<file path="src/rtl/spi_master_xfer.sv">
// ---------------------------------------------------------------------------
// spi_master_xfer
//
// SPI mode-0 initiator. A start pulse, taken while idle, loads one DATA_W-bit
// word which is shifted out MSB first on mosi while the reply on miso is
// shifted in, full duplex. All outputs come straight from flops.
//
// Frame timeline, counted in clk edges after the edge that accepts start:
//   cs falls together with busy, then 1 + CS_SETUP cycles pass with sclk low,
//   then DATA_W bit periods of CLK_DIV cycles low followed by CLK_DIV cycles
//   high, then CS_HOLD cycles with sclk low. The next edge raises cs, drops
//   busy and pulses done with rx_data updated.
//   The done pulse therefore lands 1+CS_SETUP+2*CLK_DIV*DATA_W+CS_HOLD edges
//   after acceptance.
//
// Ports:
//   clk            system clock, rising edge
//   reset          asynchronous, active-high reset
//   start          transfer request, sampled only while idle
//   tx_data        word to send, captured on the accepted start cycle
//   busy           high while a frame is in progress
//   done           one-cycle pulse, rx_data valid
//   rx_data        last received word, held until the next done
//   sclk/cs/mosi   SPI pad outputs (cs active low)
//   *_en           pad output enables, tied high
//   miso           SPI serial input, asynchronous to clk
// ---------------------------------------------------------------------------
module spi_master_xfer #(
  parameter int DATA_W   = 8,
  parameter int CLK_DIV  = 4,
  parameter int CS_SETUP = 2,
  parameter int CS_HOLD  = 2
) (
  input  logic              clk,
  input  logic              reset,
  input  logic              start,
  input  logic [DATA_W-1:0] tx_data,
  output logic              busy,
  output logic              done,
  output logic [DATA_W-1:0] rx_data,
  output logic              sclk,
  output logic              sclk_en,
  output logic              cs,
  output logic              cs_en,
  output logic              mosi,
  output logic              mosi_en,
  input  logic              miso
);

  localparam int BIT_W   = $clog2(DATA_W) + 1;
  localparam int DIV_W   = $clog2(CLK_DIV) + 1;
  localparam int GAP_MAX = (CS_SETUP > CS_HOLD) ? CS_SETUP : CS_HOLD;
  localparam int GAP_W   = $clog2(GAP_MAX + 1) + 1;

  typedef enum logic [1:0] {
    IDLE,
    SETUP,
    SHIFT,
    HOLD
  } state_e;

  state_e            state_q,   state_d;
  logic [DATA_W-1:0] tx_sr_q,   tx_sr_d;
  logic [DATA_W-1:0] rx_sr_q,   rx_sr_d;
  logic [DATA_W-1:0] rx_data_q, rx_data_d;
  logic [BIT_W-1:0]  bit_cnt_q, bit_cnt_d;
  logic [DIV_W-1:0]  div_cnt_q, div_cnt_d;
  logic [GAP_W-1:0]  gap_cnt_q, gap_cnt_d;
  logic              busy_q,    busy_d;
  logic              done_q,    done_d;
  logic              sclk_q,    sclk_d;
  logic              cs_q,      cs_d;
  logic              mosi_q,    mosi_d;

  // Two-flop synchronizer; miso_s_q is the only version of miso the FSM sees.
  logic miso_meta_q;
  logic miso_s_q;

  always_ff @(posedge clk or posedge reset) begin
    if (reset) begin
      miso_meta_q <= 1'b0;
      miso_s_q    <= 1'b0;
    end else begin
      miso_meta_q <= miso;
      miso_s_q    <= miso_meta_q;
    end
  end

  // NOTE: state flops use non-blocking assignments so every register sees the
  // pre-edge value of every other register, independent of statement order.
  always_ff @(posedge clk or posedge reset) begin
    if (reset) begin
      state_q   <= IDLE;
      tx_sr_q   <= '0;
      rx_sr_q   <= '0;
      rx_data_q <= '0;
      bit_cnt_q <= '0;
      div_cnt_q <= '0;
      gap_cnt_q <= '0;
      busy_q    <= 1'b0;
      done_q    <= 1'b0;
      sclk_q    <= 1'b0;
      cs_q      <= 1'b1;
      mosi_q    <= 1'b0;
    end else begin
      state_q   <= state_d;
      tx_sr_q   <= tx_sr_d;
      rx_sr_q   <= rx_sr_d;
      rx_data_q <= rx_data_d;
      bit_cnt_q <= bit_cnt_d;
      div_cnt_q <= div_cnt_d;
      gap_cnt_q <= gap_cnt_d;
      busy_q    <= busy_d;
      done_q    <= done_d;
      sclk_q    <= sclk_d;
      cs_q      <= cs_d;
      mosi_q    <= mosi_d;
    end
  end

  // NOTE: every value is given its hold default before the case statement, so
  // no path through the block leaves a signal unassigned and no latch forms.
  always_comb begin
    state_d   = state_q;
    tx_sr_d   = tx_sr_q;
    rx_sr_d   = rx_sr_q;
    rx_data_d = rx_data_q;
    bit_cnt_d = bit_cnt_q;
    div_cnt_d = div_cnt_q;
    gap_cnt_d = gap_cnt_q;
    busy_d    = busy_q;
    done_d    = 1'b0;
    sclk_d    = sclk_q;
    cs_d      = cs_q;
    mosi_d    = mosi_q;

    unique case (state_q)
      IDLE: begin
        cs_d   = 1'b1;
        sclk_d = 1'b0;
        if (start) begin
          // mosi presents the MSB at once; tx_sr keeps the remaining bits
          // left-aligned so the next bit out is always its MSB.
          mosi_d    = tx_data[DATA_W-1];
          tx_sr_d   = {tx_data[DATA_W-2:0], 1'b0};
          busy_d    = 1'b1;
          cs_d      = 1'b0;
          gap_cnt_d = '0;
          state_d   = SETUP;
        end
      end

      SETUP: begin
        // One cycle for cs to settle plus CS_SETUP full clocks before the
        // first bit period opens.
        if (gap_cnt_q == GAP_W'(CS_SETUP)) begin
          div_cnt_d = '0;
          bit_cnt_d = '0;
          sclk_d    = 1'b0;
          state_d   = SHIFT;
        end else begin
          gap_cnt_d = gap_cnt_q + GAP_W'(1);
        end
      end

      SHIFT: begin
        // Sample late in the high phase so the synchronized miso reflects a
        // value the target set up before sclk rose.
        if (sclk_q && (div_cnt_q == DIV_W'(2))) begin
          rx_sr_d = {rx_sr_q[DATA_W-2:0], miso_s_q};
        end

        if (div_cnt_q == DIV_W'(CLK_DIV - 1)) begin
          div_cnt_d = '0;
          if (!sclk_q) begin
            sclk_d = 1'b1;
          end else begin
            sclk_d = 1'b0;
            if (bit_cnt_q == BIT_W'(DATA_W - 1)) begin
              // Last bit: mosi keeps its value through HOLD.
              gap_cnt_d = '0;
              state_d   = HOLD;
            end else begin
              bit_cnt_d = bit_cnt_q + BIT_W'(1);
              mosi_d    = tx_sr_q[DATA_W-1];
              tx_sr_d   = {tx_sr_q[DATA_W-2:0], 1'b0};
            end
          end
        end else begin
          div_cnt_d = div_cnt_q + DIV_W'(1);
        end
      end

      HOLD: begin
        if (gap_cnt_q == GAP_W'(CS_HOLD - 1)) begin
          cs_d      = 1'b1;
          busy_d    = 1'b0;
          done_d    = 1'b1;
          rx_data_d = rx_sr_q;
          state_d   = IDLE;
        end else begin
          gap_cnt_d = gap_cnt_q + GAP_W'(1);
        end
      end

      default: begin
        state_d = IDLE;
      end
    endcase
  end

  assign busy    = busy_q;
  assign done    = done_q;
  assign rx_data = rx_data_q;
  assign sclk    = sclk_q;
  assign cs      = cs_q;
  assign mosi    = mosi_q;

  assign sclk_en = 1'b1;
  assign cs_en   = 1'b1;
  assign mosi_en = 1'b1;

endmodule

</file>
<file path="config.mk">
export PLATFORM = sky130hd
export DESIGN_NAME = spi_master_xfer
export DESIGN_NICKNAME = d
export VERILOG_FILES = /design/src/rtl/spi_master_xfer.sv
export SDC_FILE = /design/constraint.sdc
export NUM_CORES = 1
export LEC_CHECK = 0
export CAP_MARGIN = 30
export CORE_MARGIN = 3
export CORE_UTILIZATION = 59
export DETAILED_ROUTE_END_ITERATION = 10
export HOLD_SLACK_MARGIN = 0.1
export PLACE_DENSITY = 0.85
export SLEW_MARGIN = 20
export SYNTH_ARGS = -nofsm -noshare
export SYNTH_HDL_FRONTEND = slang
export SYNTH_SLANG_ARGS = --single-unit
</file>
<file path="constraint.sdc">
create_clock -name clk -period 4.2 [get_ports clk]
set_input_delay 0.84 -clock clk [delete_from_list [all_inputs] [get_ports clk]]
set_output_delay 0.84 -clock clk [all_outputs]
set_load 0.05 [all_outputs]
</file>
==> impl_metrics.json <==
{
  "postCtsSetupBuffers": 0,
  "min-delay-start": "miso_meta_q",
  "dp_cells": 259,
  "ys_types": 54,
  "synth_area_um2": 2170,
  "finalHoldViolations": 0,
  "irDropWorstVdd_uv": 221,
  "path_max_fanout": 2,
  "initial_core_util_pct": 63.0,
  "layout-drive-gt1-share_pct": 13.6,
  "reg2reg_to": "mosi",
  "finalSetupViolCount": 0,
  "final_max_slew_viol_count": 0,
  "antenna_found_initial": 0,
  "ff2ff_path_depth": 7,
  "h-tree-depth": 2,
  "report.power.total_mw": 0.699,
  "slowest_delay_ns": 0.80,
  "routed_wl_um": 4150,
  "clock_latency_ns": 0.30,
  "postRouteAntennaNets": 0,
  "post_cts_resize_count": 0,
  "hpwl_um": 3160,
  "worst_pin_slew_ns": 0.805,
  "relSlewSlack_pct": 46.3,
  "synth.yosys.warnings": 0,
  "finalCritPeriodShare_pct": 59.2,
  "rsz0062_at_grt": "no",
  "ys.flop_type": "dfrtp_1",
  "path_cells": "clkdlybuf4s50_1",
  "worst_setup_path_end_kind": "output port",
  "rows": 21,
  "period_minus_slack_ns": 2.49,
  "worst-path-buf-inv": 1,
  "status": "completed",
  "dieArea_um2": 4440,
  "crit-reg2reg-launch": "state_q[0]",
  "synth_top_cell_by_area": "dfrtp_1",
  "cts_tree": "done",
  "core-area_um2": 3440,
  "hold-path-endpoint": "miso_s_q",
  "globalRouteTotalUtil_pct": 22.0,
  "critPathTopFamily": "buffers and inverters",
  "yosys_register_bits": 42,
  "vias": 1510,
  "io_buffers": 24,
  "power.density_nw_per_um2": 278,
  "critical_path_class": "register to output port",
  "synth_top_area_share_pct": 47.3,
  "place_congestion": 0.771,
  "synth_cells": 194,
  "drc_errors": 0,
  "finalClockSkew_ns": 0.00919,
  "grt_start_max_net_pins": 23,
  "diodes": 0,
  "cts_hold_buf": 0,
  "place_area_um2": 2420,
  "cts.path.max_buffers": 2,
  "async_flop_share_pct": 100,
  "root_buffer": "clkbuf_8",
  "synth_edf_count": 0,
  "num_io_pins": 28,
  "die_h_um": 66.6,
  "die_x_um": 66.6,
  "synth_area_leaders": "dfrtp_1, ha_1, nand2_1",
  "drtPass1Iterations": 4,
  "p_leak_nw": 1.20,
  "worstPathArrival_ns": 1.65,
  "wl_per_cell_um": 15.5,
  "initialDrtViolationCount": 71,
  "whs_path_depth": 0,
  "fin_setup_tns_ns": 0,
  "postLayoutCellArea_um2": 2510,
  "hp-class": "register to register",
  "ff2ff_setup_slack_ns": 2.07,
  "start_kind": "register",
  "area_growth_pct": 16.1,
  "yosysSeqAreaShare_pct": 48.6,
  "clk_pin_slew_ns": 0.09,
  "cts.sink_count": 42,
  "finalNonFillerCells": 267,
  "critPathSlowestCell": "clkdlybuf4s50_1",
  "required_ns": 3.36,
  "gr-total-overflow": 0,
  "postSynthAreaPerCell_um2": 11.2,
  "maxCapViolations": 0,
  "cts_made_buffers": 5,
  "nets": 243,
  "grt_pass1_wl_um": 7180,
  "grt_pass1_vias": 1553,
  "clock.fmax_mhz": 402,
  "vias_per_cell": 5.66
}
-- worst reg2reg max path, delay by kind of cell (launching register included) --
kind	cells	cell delay [ns]
AOI/OAI and AO/OA	1	0.46
and+or+nand+nor	2	0.25
muxes	1	0.31
DFF	1	0.43
adders and majority gates	1	0.15
buffers and inverters	2	0.43
-- cell type report --
type / instances / area [um2]
inverters: 11 / 41.3
flip-flops and latches: 42 / 1050
fillers: 230 / 927
repair buffers: 26 / 255
clock inverters: 3 / 21.3
well taps: 46 / 57.6
multi-input cells: 134 / 1020
clock buffers: 5 / 68.8
-- cells in the final DEF (no fill, tap or decap), drive strengths merged, types with 3 or more instances in the layout --
| master | synthesis | routed |
|---|---|---|
| nand2 | 33 | 33 |
| clkinv | 1 | 3 |
| a31oi | 6 | 6 |
| dfrtp | 41 | 41 |
| inv | 10 | 10 |
| nor2 | 8 | 8 |
| o21ai | 8 | 8 |
| ha | 11 | 11 |
| a21oi | 9 | 9 |
| nor2b | 4 | 4 |
| conb | 1 | 3 |
| clkdlybuf4s50 | 0 | 24 |
| clkbuf | 2 | 5 |
| mux2 | 14 | 14 |
| mux2i | 7 | 7 |
-- flip-flops by register name, indices dropped and copies added (netlist names), 2 cells and up --
name       flops
tx_sr_q        7
rx_sr_q        8
bit_cnt_q      4
div_cnt_q      3
gap_cnt_q      3
state_q        2
rx_data        8
-- synth_stat cells, types with 2 or more instances --
library cell / n
o21ai_0: 4
a31oi_1: 6
mux2_4: 3
clkbuf_1: 2
a21oi_1: 8
nand2_1: 32
mux2i_1: 7
buf_6: 2
buf_2: 2
a32o_1: 2
buf_4: 3
ha_1: 11
nor2_1: 7
nor2b_1: 4
o21ai_1: 3
mux2_1: 9
inv_1: 9
a211o_1: 2
and4b_1: 2
mux2_2: 2
dfrtp_1: 41
-- through the flow --
stage / setup WS [ns] / utilization (%) / hold WS, ns
after floorplan: 2.39 / - / 0.331
after global placement: 1.76 / 70.4 / 0.341
after detailed placement: 1.68 / 70.4 / 0.345
after CTS: 1.70 / 73.1 / 0.364
after global routing: 1.67 / 73.1 / 0.366
final: 1.71 / 73.1 / 0.361
-- worst max path at each step --
stage | from | to | slack, ns | cells after the start
CTS | cs | cs | 1.70 | 1
global route | cs | cs | 1.67 | 1
floorplan | reset | bit_cnt_q[0] | 2.39 | 1
detailed placement | start | mosi | 1.68 | 5
finish | cs | cs | 1.71 | 1
global placement | start | mosi | 1.76 | 5
-- power breakdown --
group	switching, mW	internal (mW)	total (mW)
sequential	0.00221	0.407	0.410
combinational	0.0162	0.0112	0.0274
clock	0.145	0.117	0.262
-- kinds of logic (layout without fill, tap and decap cells) --
| family | count (synthesis) | after routing | share of synthesized area, % |
|---|---|---|---|
| simple gates | 58 | 58 | 14.9 |
| flops | 42 | 42 | 48.6 |
| fa+ha+maj | 11 | 11 | 6.35 |
| compound gates | 41 | 41 | 14.2 |
| mux | 21 | 21 | 11.0 |
| buf+inv | 20 | 45 | 4.79 |
| other cells | 1 | 3 | 0.173 |
-- routing by layer --
| layer | wire (um) | vias up | track usage, % |
|---|---|---|---|
| met5 | 0 | - | 0 |
| met4 | 53 | 0 | 8.63 |
| met3 | 202 | 6 | 6.58 |
| met2 | 2040 | 39 | 36.1 |
| met1 | 1850 | 740 | 26.9 |
| li1 | - | 725 | - |
Note: power is estimated with default switching activity, not from simulation.
